==> config.mk <==
export PLATFORM = sky130hd
export DESIGN_NAME = mips_ctrl_seq_flat
export DESIGN_NICKNAME = d
export VERILOG_FILES = /design/src/rtl/mips_ctrl_pkg.sv /design/src/rtl/mips_ctrl_seq_if.sv /design/src/rtl/mips_ctrl_dec.sv /design/src/rtl/mips_ctrl_seq.sv /design/src/flat_wrapper.sv
export SDC_FILE = /design/constraint.sdc
export NUM_CORES = 1
export LEC_CHECK = 0
export BUFFER_PORTS_ARGS = -buffer_cell sky130_fd_sc_hd__buf_2
export CAP_MARGIN = 15
export CORE_MARGIN = 2
export CORE_UTILIZATION = 50
export CTS_CLUSTER_DIAMETER = 60
export DETAILED_ROUTE_END_ITERATION = 10
export PLACE_DENSITY = 0.81
export SKIP_LAST_GASP = 1
export SLEW_MARGIN = 20
export SYNTH_ARGS = -nofsm -noshare
export SYNTH_HDL_FRONTEND = slang
export SYNTH_HIERARCHICAL = 1
export SYNTH_SLANG_ARGS = --single-unit
==> constraint.sdc <==
create_clock -name clk -period 2.35 [get_ports clk]
set_input_delay 0.3525 -clock clk [delete_from_list [all_inputs] [get_ports clk]]
set_output_delay 0.3525 -clock clk [all_outputs]
set_load 0.005 [all_outputs]
==> src/rtl/mips_ctrl_pkg.sv <==
// Shared types and constants for the MIPS control sequencer and its datapath.
// ALU select codes here are the same ones the ALU decodes.
package mips_ctrl_pkg;

    localparam int unsigned DATA_W  = 32;
    localparam int unsigned RADDR_W = 5;
    localparam int unsigned MADDR_W = 5;
    localparam int unsigned ALU_W   = 3;
    localparam int unsigned OP_W    = 6;
    localparam int unsigned FN_W    = 6;

    typedef enum logic [1:0] {
        S_IDLE   = 2'd0,
        S_DECODE = 2'd1,
        S_EXEC   = 2'd2,
        S_WB     = 2'd3
    } state_e;

    typedef enum logic [1:0] {
        K_RTYPE = 2'd0,
        K_SW    = 2'd1,
        K_BEQ   = 2'd2,
        K_NONE  = 2'd3
    } kind_e;

    localparam logic [OP_W-1:0] OP_RTYPE = 6'h00;
    localparam logic [OP_W-1:0] OP_SW    = 6'h2B;
    localparam logic [OP_W-1:0] OP_BEQ   = 6'h04;

    localparam logic [FN_W-1:0] FN_ADD  = 6'h20;
    localparam logic [FN_W-1:0] FN_SUB  = 6'h22;
    localparam logic [FN_W-1:0] FN_MULT = 6'h18;
    localparam logic [FN_W-1:0] FN_DIV  = 6'h1A;
    localparam logic [FN_W-1:0] FN_AND  = 6'h24;
    localparam logic [FN_W-1:0] FN_OR   = 6'h25;
    localparam logic [FN_W-1:0] FN_NOR  = 6'h27;
    localparam logic [FN_W-1:0] FN_SLT  = 6'h2A;

    localparam logic [ALU_W-1:0] ALU_ADD  = 3'b111;
    localparam logic [ALU_W-1:0] ALU_SUB  = 3'b110;
    localparam logic [ALU_W-1:0] ALU_MULT = 3'b100;
    localparam logic [ALU_W-1:0] ALU_DIV  = 3'b000;
    localparam logic [ALU_W-1:0] ALU_AND  = 3'b011;
    localparam logic [ALU_W-1:0] ALU_OR   = 3'b001;
    localparam logic [ALU_W-1:0] ALU_NOR  = 3'b010;
    localparam logic [ALU_W-1:0] ALU_SLT  = 3'b101;

    typedef struct packed {
        logic [ALU_W-1:0] alu_sel;
        kind_e            kind;
        logic             legal;
    } dec_t;

    // Fields kept from the accepted instruction for the rest of its lifetime
    typedef struct packed {
        kind_e              kind;
        logic [ALU_W-1:0]   alu_sel;
        logic [RADDR_W-1:0] rs;
        logic [RADDR_W-1:0] rt;
        logic [RADDR_W-1:0] rd;
        logic [MADDR_W-1:0] maddr;
    } cap_t;

    function automatic logic [OP_W-1:0] instr_op(input logic [DATA_W-1:0] w);
        return w[31:26];
    endfunction

    function automatic logic [FN_W-1:0] instr_funct(input logic [DATA_W-1:0] w);
        return w[5:0];
    endfunction

    function automatic logic [RADDR_W-1:0] instr_rs(input logic [DATA_W-1:0] w);
        return w[25:21];
    endfunction

    function automatic logic [RADDR_W-1:0] instr_rt(input logic [DATA_W-1:0] w);
        return w[20:16];
    endfunction

    function automatic logic [RADDR_W-1:0] instr_rd(input logic [DATA_W-1:0] w);
        return w[15:11];
    endfunction

    function automatic logic [MADDR_W-1:0] instr_maddr(input logic [DATA_W-1:0] w);
        return w[MADDR_W-1:0];
    endfunction

endpackage

==> src/rtl/mips_ctrl_seq_if.sv <==
// Instruction-source and datapath-control bundle of the MIPS control sequencer.
// slave is the sequencer side; master is the source/datapath side.
interface mips_ctrl_seq_if;
    import mips_ctrl_pkg::*;

    logic                instr_valid;
    logic                instr_ready;
    logic [DATA_W-1:0]   instr;
    logic                zf;
    logic [RADDR_W-1:0]  ra1;
    logic [RADDR_W-1:0]  ra2;
    logic [ALU_W-1:0]    alu_sel;
    logic [RADDR_W-1:0]  wa;
    logic                reg_write;
    logic                mem_wr;
    logic [MADDR_W-1:0]  mem_addr;
    logic                branch_taken;
    logic                illegal;
    logic                done;

    modport slave (
        input  instr_valid, instr, zf,
        output instr_ready, ra1, ra2, alu_sel, wa, reg_write, mem_wr,
               mem_addr, branch_taken, illegal, done
    );

    modport master (
        output instr_valid, instr, zf,
        input  instr_ready, ra1, ra2, alu_sel, wa, reg_write, mem_wr,
               mem_addr, branch_taken, illegal, done
    );

endinterface

==> src/rtl/mips_ctrl_dec.sv <==
// Combinational opcode/funct decode into ALU select, instruction kind and legality.
module mips_ctrl_dec
    import mips_ctrl_pkg::*;
(
    input  logic [OP_W-1:0] op,
    input  logic [FN_W-1:0] funct,
    output dec_t            dec_c
);

    always_comb begin
        dec_c.alu_sel = ALU_DIV;
        dec_c.kind    = K_NONE;
        dec_c.legal   = 1'b0;

        case (op)
            OP_RTYPE: begin
                dec_c.kind  = K_RTYPE;
                dec_c.legal = 1'b1;
                case (funct)
                    FN_ADD:  dec_c.alu_sel = ALU_ADD;
                    FN_SUB:  dec_c.alu_sel = ALU_SUB;
                    FN_MULT: dec_c.alu_sel = ALU_MULT;
                    FN_DIV:  dec_c.alu_sel = ALU_DIV;
                    FN_AND:  dec_c.alu_sel = ALU_AND;
                    FN_OR:   dec_c.alu_sel = ALU_OR;
                    FN_NOR:  dec_c.alu_sel = ALU_NOR;
                    FN_SLT:  dec_c.alu_sel = ALU_SLT;
                    default: begin
                        dec_c.kind  = K_NONE;
                        dec_c.legal = 1'b0;
                    end
                endcase
            end
            // Both compare through a subtract so zf is meaningful for beq
            OP_SW: begin
                dec_c.kind    = K_SW;
                dec_c.alu_sel = ALU_SUB;
                dec_c.legal   = 1'b1;
            end
            OP_BEQ: begin
                dec_c.kind    = K_BEQ;
                dec_c.alu_sel = ALU_SUB;
                dec_c.legal   = 1'b1;
            end
            default: ;
        endcase
    end

endmodule

==> src/rtl/mips_ctrl_seq.sv <==
// Multi-cycle control sequencer: accepts one instruction, walks DECODE/EXEC/WB
// and issues register/memory write strobes, branch and completion pulses.
module mips_ctrl_seq
    import mips_ctrl_pkg::*;
(
    input  logic            clk,
    input  logic            rst,
    mips_ctrl_seq_if.slave  bus
);

    state_e state_q, state_d;
    cap_t   cap_q, cap_d;
    dec_t   dec_c;

    logic instr_ready_q,  instr_ready_d;
    logic reg_write_q,    reg_write_d;
    logic mem_wr_q,       mem_wr_d;
    logic branch_taken_q, branch_taken_d;
    logic illegal_q,      illegal_d;
    logic done_q,         done_d;

    logic accept_c;
    logic unused_shamt_c;

    assign unused_shamt_c = ^bus.instr[10:6];

    mips_ctrl_dec u_dec (
        .op    (instr_op(bus.instr)),
        .funct (instr_funct(bus.instr)),
        .dec_c (dec_c)
    );

    assign accept_c = bus.instr_valid && instr_ready_q;

    // Outputs are loaded one edge early so each registered value lines up with its state
    always_comb begin
        state_d        = state_q;
        cap_d          = cap_q;
        instr_ready_d  = 1'b0;
        reg_write_d    = 1'b0;
        mem_wr_d       = 1'b0;
        branch_taken_d = 1'b0;
        illegal_d      = 1'b0;
        done_d         = 1'b0;

        case (state_q)
            S_IDLE: begin
                instr_ready_d = 1'b1;
                if (accept_c) begin
                    state_d       = S_DECODE;
                    instr_ready_d = 1'b0;
                    illegal_d     = !dec_c.legal;
                    cap_d.kind    = dec_c.kind;
                    cap_d.alu_sel = dec_c.alu_sel;
                    cap_d.rs      = instr_rs(bus.instr);
                    cap_d.rt      = instr_rt(bus.instr);
                    cap_d.rd      = instr_rd(bus.instr);
                    cap_d.maddr   = instr_maddr(bus.instr);
                end
            end
            S_DECODE: begin
                if (illegal_q) begin
                    state_d       = S_IDLE;
                    instr_ready_d = 1'b1;
                end else begin
                    state_d = S_EXEC;
                end
            end
            S_EXEC: begin
                state_d        = S_WB;
                done_d         = 1'b1;
                reg_write_d    = (cap_q.kind == K_RTYPE) && (cap_q.rd != '0);
                mem_wr_d       = (cap_q.kind == K_SW);
                branch_taken_d = (cap_q.kind == K_BEQ) && bus.zf;
            end
            S_WB: begin
                state_d       = S_IDLE;
                instr_ready_d = 1'b1;
            end
            default: begin
                state_d       = S_IDLE;
                instr_ready_d = 1'b1;
            end
        endcase
    end

    always_ff @(posedge clk or posedge rst) begin
        if (rst) begin
            state_q        <= S_IDLE;
            cap_q          <= '0;
            instr_ready_q  <= 1'b1;
            reg_write_q    <= 1'b0;
            mem_wr_q       <= 1'b0;
            branch_taken_q <= 1'b0;
            illegal_q      <= 1'b0;
            done_q         <= 1'b0;
        end else begin
            state_q        <= state_d;
            cap_q          <= cap_d;
            instr_ready_q  <= instr_ready_d;
            reg_write_q    <= reg_write_d;
            mem_wr_q       <= mem_wr_d;
            branch_taken_q <= branch_taken_d;
            illegal_q      <= illegal_d;
            done_q         <= done_d;
        end
    end

    assign bus.instr_ready  = instr_ready_q;
    assign bus.ra1          = cap_q.rs;
    assign bus.ra2          = cap_q.rt;
    assign bus.wa           = cap_q.rd;
    assign bus.alu_sel      = cap_q.alu_sel;
    assign bus.mem_addr     = cap_q.maddr;
    assign bus.reg_write    = reg_write_q;
    assign bus.mem_wr       = mem_wr_q;
    assign bus.branch_taken = branch_taken_q;
    assign bus.illegal      = illegal_q;
    assign bus.done         = done_q;

endmodule
==> src/flat_wrapper.sv <==
// flat-port wrapper written by rule: the top's interface ports become plain ports
module mips_ctrl_seq_flat import mips_ctrl_pkg::*;
  (clk, rst, bus_instr_valid, bus_instr, bus_zf, bus_instr_ready, bus_ra1, bus_ra2, bus_alu_sel, bus_wa, bus_reg_write, bus_mem_wr, bus_mem_addr, bus_branch_taken, bus_illegal, bus_done);
  mips_ctrl_seq_if bus_i ();
  input  logic clk;
  input  logic rst;
  input wire logic [$bits(bus_i.instr_valid)-1:0] bus_instr_valid;
  input wire logic [$bits(bus_i.instr)-1:0] bus_instr;
  input wire logic [$bits(bus_i.zf)-1:0] bus_zf;
  output wire logic [$bits(bus_i.instr_ready)-1:0] bus_instr_ready;
  output wire logic [$bits(bus_i.ra1)-1:0] bus_ra1;
  output wire logic [$bits(bus_i.ra2)-1:0] bus_ra2;
  output wire logic [$bits(bus_i.alu_sel)-1:0] bus_alu_sel;
  output wire logic [$bits(bus_i.wa)-1:0] bus_wa;
  output wire logic [$bits(bus_i.reg_write)-1:0] bus_reg_write;
  output wire logic [$bits(bus_i.mem_wr)-1:0] bus_mem_wr;
  output wire logic [$bits(bus_i.mem_addr)-1:0] bus_mem_addr;
  output wire logic [$bits(bus_i.branch_taken)-1:0] bus_branch_taken;
  output wire logic [$bits(bus_i.illegal)-1:0] bus_illegal;
  output wire logic [$bits(bus_i.done)-1:0] bus_done;
  assign bus_i.instr_valid = bus_instr_valid;
  assign bus_i.instr = bus_instr;
  assign bus_i.zf = bus_zf;
  assign bus_instr_ready = bus_i.instr_ready;
  assign bus_ra1 = bus_i.ra1;
  assign bus_ra2 = bus_i.ra2;
  assign bus_alu_sel = bus_i.alu_sel;
  assign bus_wa = bus_i.wa;
  assign bus_reg_write = bus_i.reg_write;
  assign bus_mem_wr = bus_i.mem_wr;
  assign bus_mem_addr = bus_i.mem_addr;
  assign bus_branch_taken = bus_i.branch_taken;
  assign bus_illegal = bus_i.illegal;
  assign bus_done = bus_i.done;
  mips_ctrl_seq u_core (.clk(clk), .rst(rst), .bus(bus_i));
endmodule
==> out/metrics.yaml <==
grt:
  top_usage_layer: "met2"
  gr-total-overflow: 0
  grt_max_degree: 34
  grt_pass1_vias: 1161
  antenna_found_initial: 0
  grt_util_met2_pct: 29.4
  gr-usage-met3_pct: 3.78
  met1_usage_pct: 20.2
  grt_pass1_wl_mm: 5.27
  grt_usage_pct: 17.3
cts:
  htree_levels: 2
  path_clk_slew_ns: 0.11
  clkLatencyLatePin_ns: 0.34
  cts_tree: "built"
  hold_buffers: 0
  cts_resized: 0
  cts_buffers: 5
  clock_path_buffers: 2
  post_cts_buffers: 0
  clock_sinks: 33
  cts_root_buf: "clkbuf_4"
cells_and_area:
  num_antenna_cells: 0
  n_fill_cell: 307
  fin_cells: 220
  final_area_um2: 1980
  register_area_um2: 827
  nets: 209
  layout-drive-gt1-share_pct: 60.3
  final_cell_mix: "59 x buf_2, 32 x dfrtp_1, 19 x mux2_4"
  synthToLayoutAreaGrowth_pct: 16.0
  multi_input_area_um2: 658
  final_common_cell: "buf_2"
synthesis:
  synthDominantCellAreaShare_pct: 46.9
  ys.flop_type: "dfrtp_1"
  syn-num-nets: 166
  yosysUniqueCellTypes: 33
  yosysTopAreaCell: "dfrtp_1"
  synth_edf_count: 0
  synthesis.instances: 130
  seq_area_frac_synth_pct: 48.4
  synthArstFlopShare_pct: 100
  netlist_area_um2: 1710
  ys_ff_latch: 33
  synth-warning-count: 6
  synth.area.top_cells: "dfrtp_1 47%, mux2_4 17%, buf_4 11%, mux2_2 4.0%, buf_12 2.3%"
  syn_avg_cell_area_um2: 13.1
power:
  ir_drop_v: 0.000363
  pwr_density_cell_nw_per_um2: 1150
  p_leak_uw: 0.000996
worst_setup_path:
  critPathCaptureType: "flop"
  startpoint_type: "flop"
  path_max_fanout: 17
  required_ns: 2.57
  criticalPathCategory: "flop to flop"
  timing.rr.start: "u_core/bus.instr_ready"
  r2r.worst_path.cells: 3
  r2r_end: "u_core/bus.mem_addr[3]"
  crit_arrival_ns: 1.89
  reg2reg_slack_ns: 0.67
sta:
  finalSetupViolCount: 0
  slew_violations: 0
  timing.final.crit_share_pct: 71.3
  tightest_slew_ns: 0.418
  fin_setup_tns_ns: 0
  hold_violations: 0
  rsz0062_at_grt: "false"
  relSlewSlack_pct: 71.9
  final.setup_skew_ns: 0.0123
  clock.fmax_mhz: 597
  finalCriticalPeriod_ns: 1.68
placement:
  dp_cells: 212
  placed_area_um2: 1880
  dp_hpwl_mm: 2.36
  place.gp.congestion: 0.695
  port_buffers: 59
floorplanning:
  pin_count: 65
  initial_core_util_pct: 51.6
  core_um2: 3310
  rows: 21
  die_w_um: 62.5
  die-area_um2: 3900
  die_h_um: 62.5
drt:
  firstDrtPassIters: 4
  via_count: 1077
  wl_per_cell_um: 13.9
  ant_nets: 0
  routed_via_density: 4.90
  drt_iter0_drc: 47
  wirelength_mm: 3.05
  drc_errors: 0
worst_hold_path:
  hp-class: "input port to async pin"
run:
  maxCapViolCount: 0
outcome:
  status: "finished clean"
-- cell type report --
cell class / instances / area share (%)
clock buffers: 5 / 1.89
clock inverters: 3 / 3.28
inverters: 5 / 0.947
multi-input cells: 66 / 33.2
flip-flops and latches: 33 / 41.7
well taps: 46 / 2.90
repair buffers: 62 / 16.0
-- metrics by stage --
stage	total power, uW	hold WS [ns]	utilization, %	setup WS (ns)
after floorplan	1710	0.441	-	0.564
final	2290	0.0813	59.9	0.675
after global routing	2430	0.127	59.9	0.602
after global placement	1740	0.446	56.8	0.428
after detailed placement	1790	0.460	56.8	0.375
after CTS	2310	0.0822	59.9	0.659
-- worst max-delay path by stage --
stage / startpoint / endpoint / slack, ns / depth (start not counted)
4_1_cts: u_core/bus.instr_ready / u_core/bus.mem_addr[3] / 0.66 / 3
5_1_grt: u_core/bus.instr_ready / u_core/bus.mem_addr[1] / 0.60 / 3
2_1_floorplan: bus_instr[27] / u_core/cap_q[24] / 0.56 / 4
6_report: u_core/bus.instr_ready / u_core/bus.mem_addr[3] / 0.67 / 3
3_5_place_dp: bus_instr[27] / u_core/bus.alu_sel[2] / 0.37 / 5
3_3_place_gp: bus_instr[27] / u_core/bus.alu_sel[2] / 0.43 / 5
-- metal layers --
layer  vias up  part of all wire, %
met1       517                   41
met5         -                    0
met4         0                  2.1
li1        515                    -
met2        40                   51
met3         5                  6.0
-- worst max-delay path, stage by stage (launching register included) --
cell and delay, ns:
dfstp_2 0.56, nor4bb_4 0.31, buf_4 0.35, mux2_4 0.33
-- cells in the mapped netlist, types with 2 or more instances --
cell       n
inv_1      5
mux2_4    19
dfrtp_1   32
a21oi_1    4
o22a_1     2
buf_12     2
o41ai_2    2
o21ai_0    2
buf_4     24
nand2b_1   3
nor2_1     3
nor2b_1    4
nor3_1     2
nand2_1    2
mux2_2     6
-- registers in the layout, summed over array words and instances (netlist names), named ones only --
name,cells
u_core/state_q,1
u_core/bus.ra1,5
u_core/bus.wa,5
u_core/bus.ra2,5
u_core/bus.mem_wr,1
u_core/bus.alu_sel,3
u_core/bus.done,1
u_core/bus.mem_addr,5
u_core/bus.instr_ready,1
u_core/bus.illegal,1
u_core/bus.reg_write,1
u_core/cap_q,2
u_core/bus.branch_taken,1
-- logic make-up after synthesis --
group	after synthesis	share of synthesized area [%]
flip-flops	33	48.4
buffers and inverters	31	14.0
multiplexers	25	20.6
AND/OR/NAND/NOR	24	8.86
AO/OA/AOI/OAI	16	7.61
XOR/XNOR	1	0.513
-- report_power, final --
part | total, uW | switching [uW] | internal [uW]
clock network | 520 | 191 | 329
registers | 971 | 159 | 812
logic | 794 | 290 | 505
total | 2290 | 640 | 1650
No activity file was read; power rests on OpenSTA's default activity.
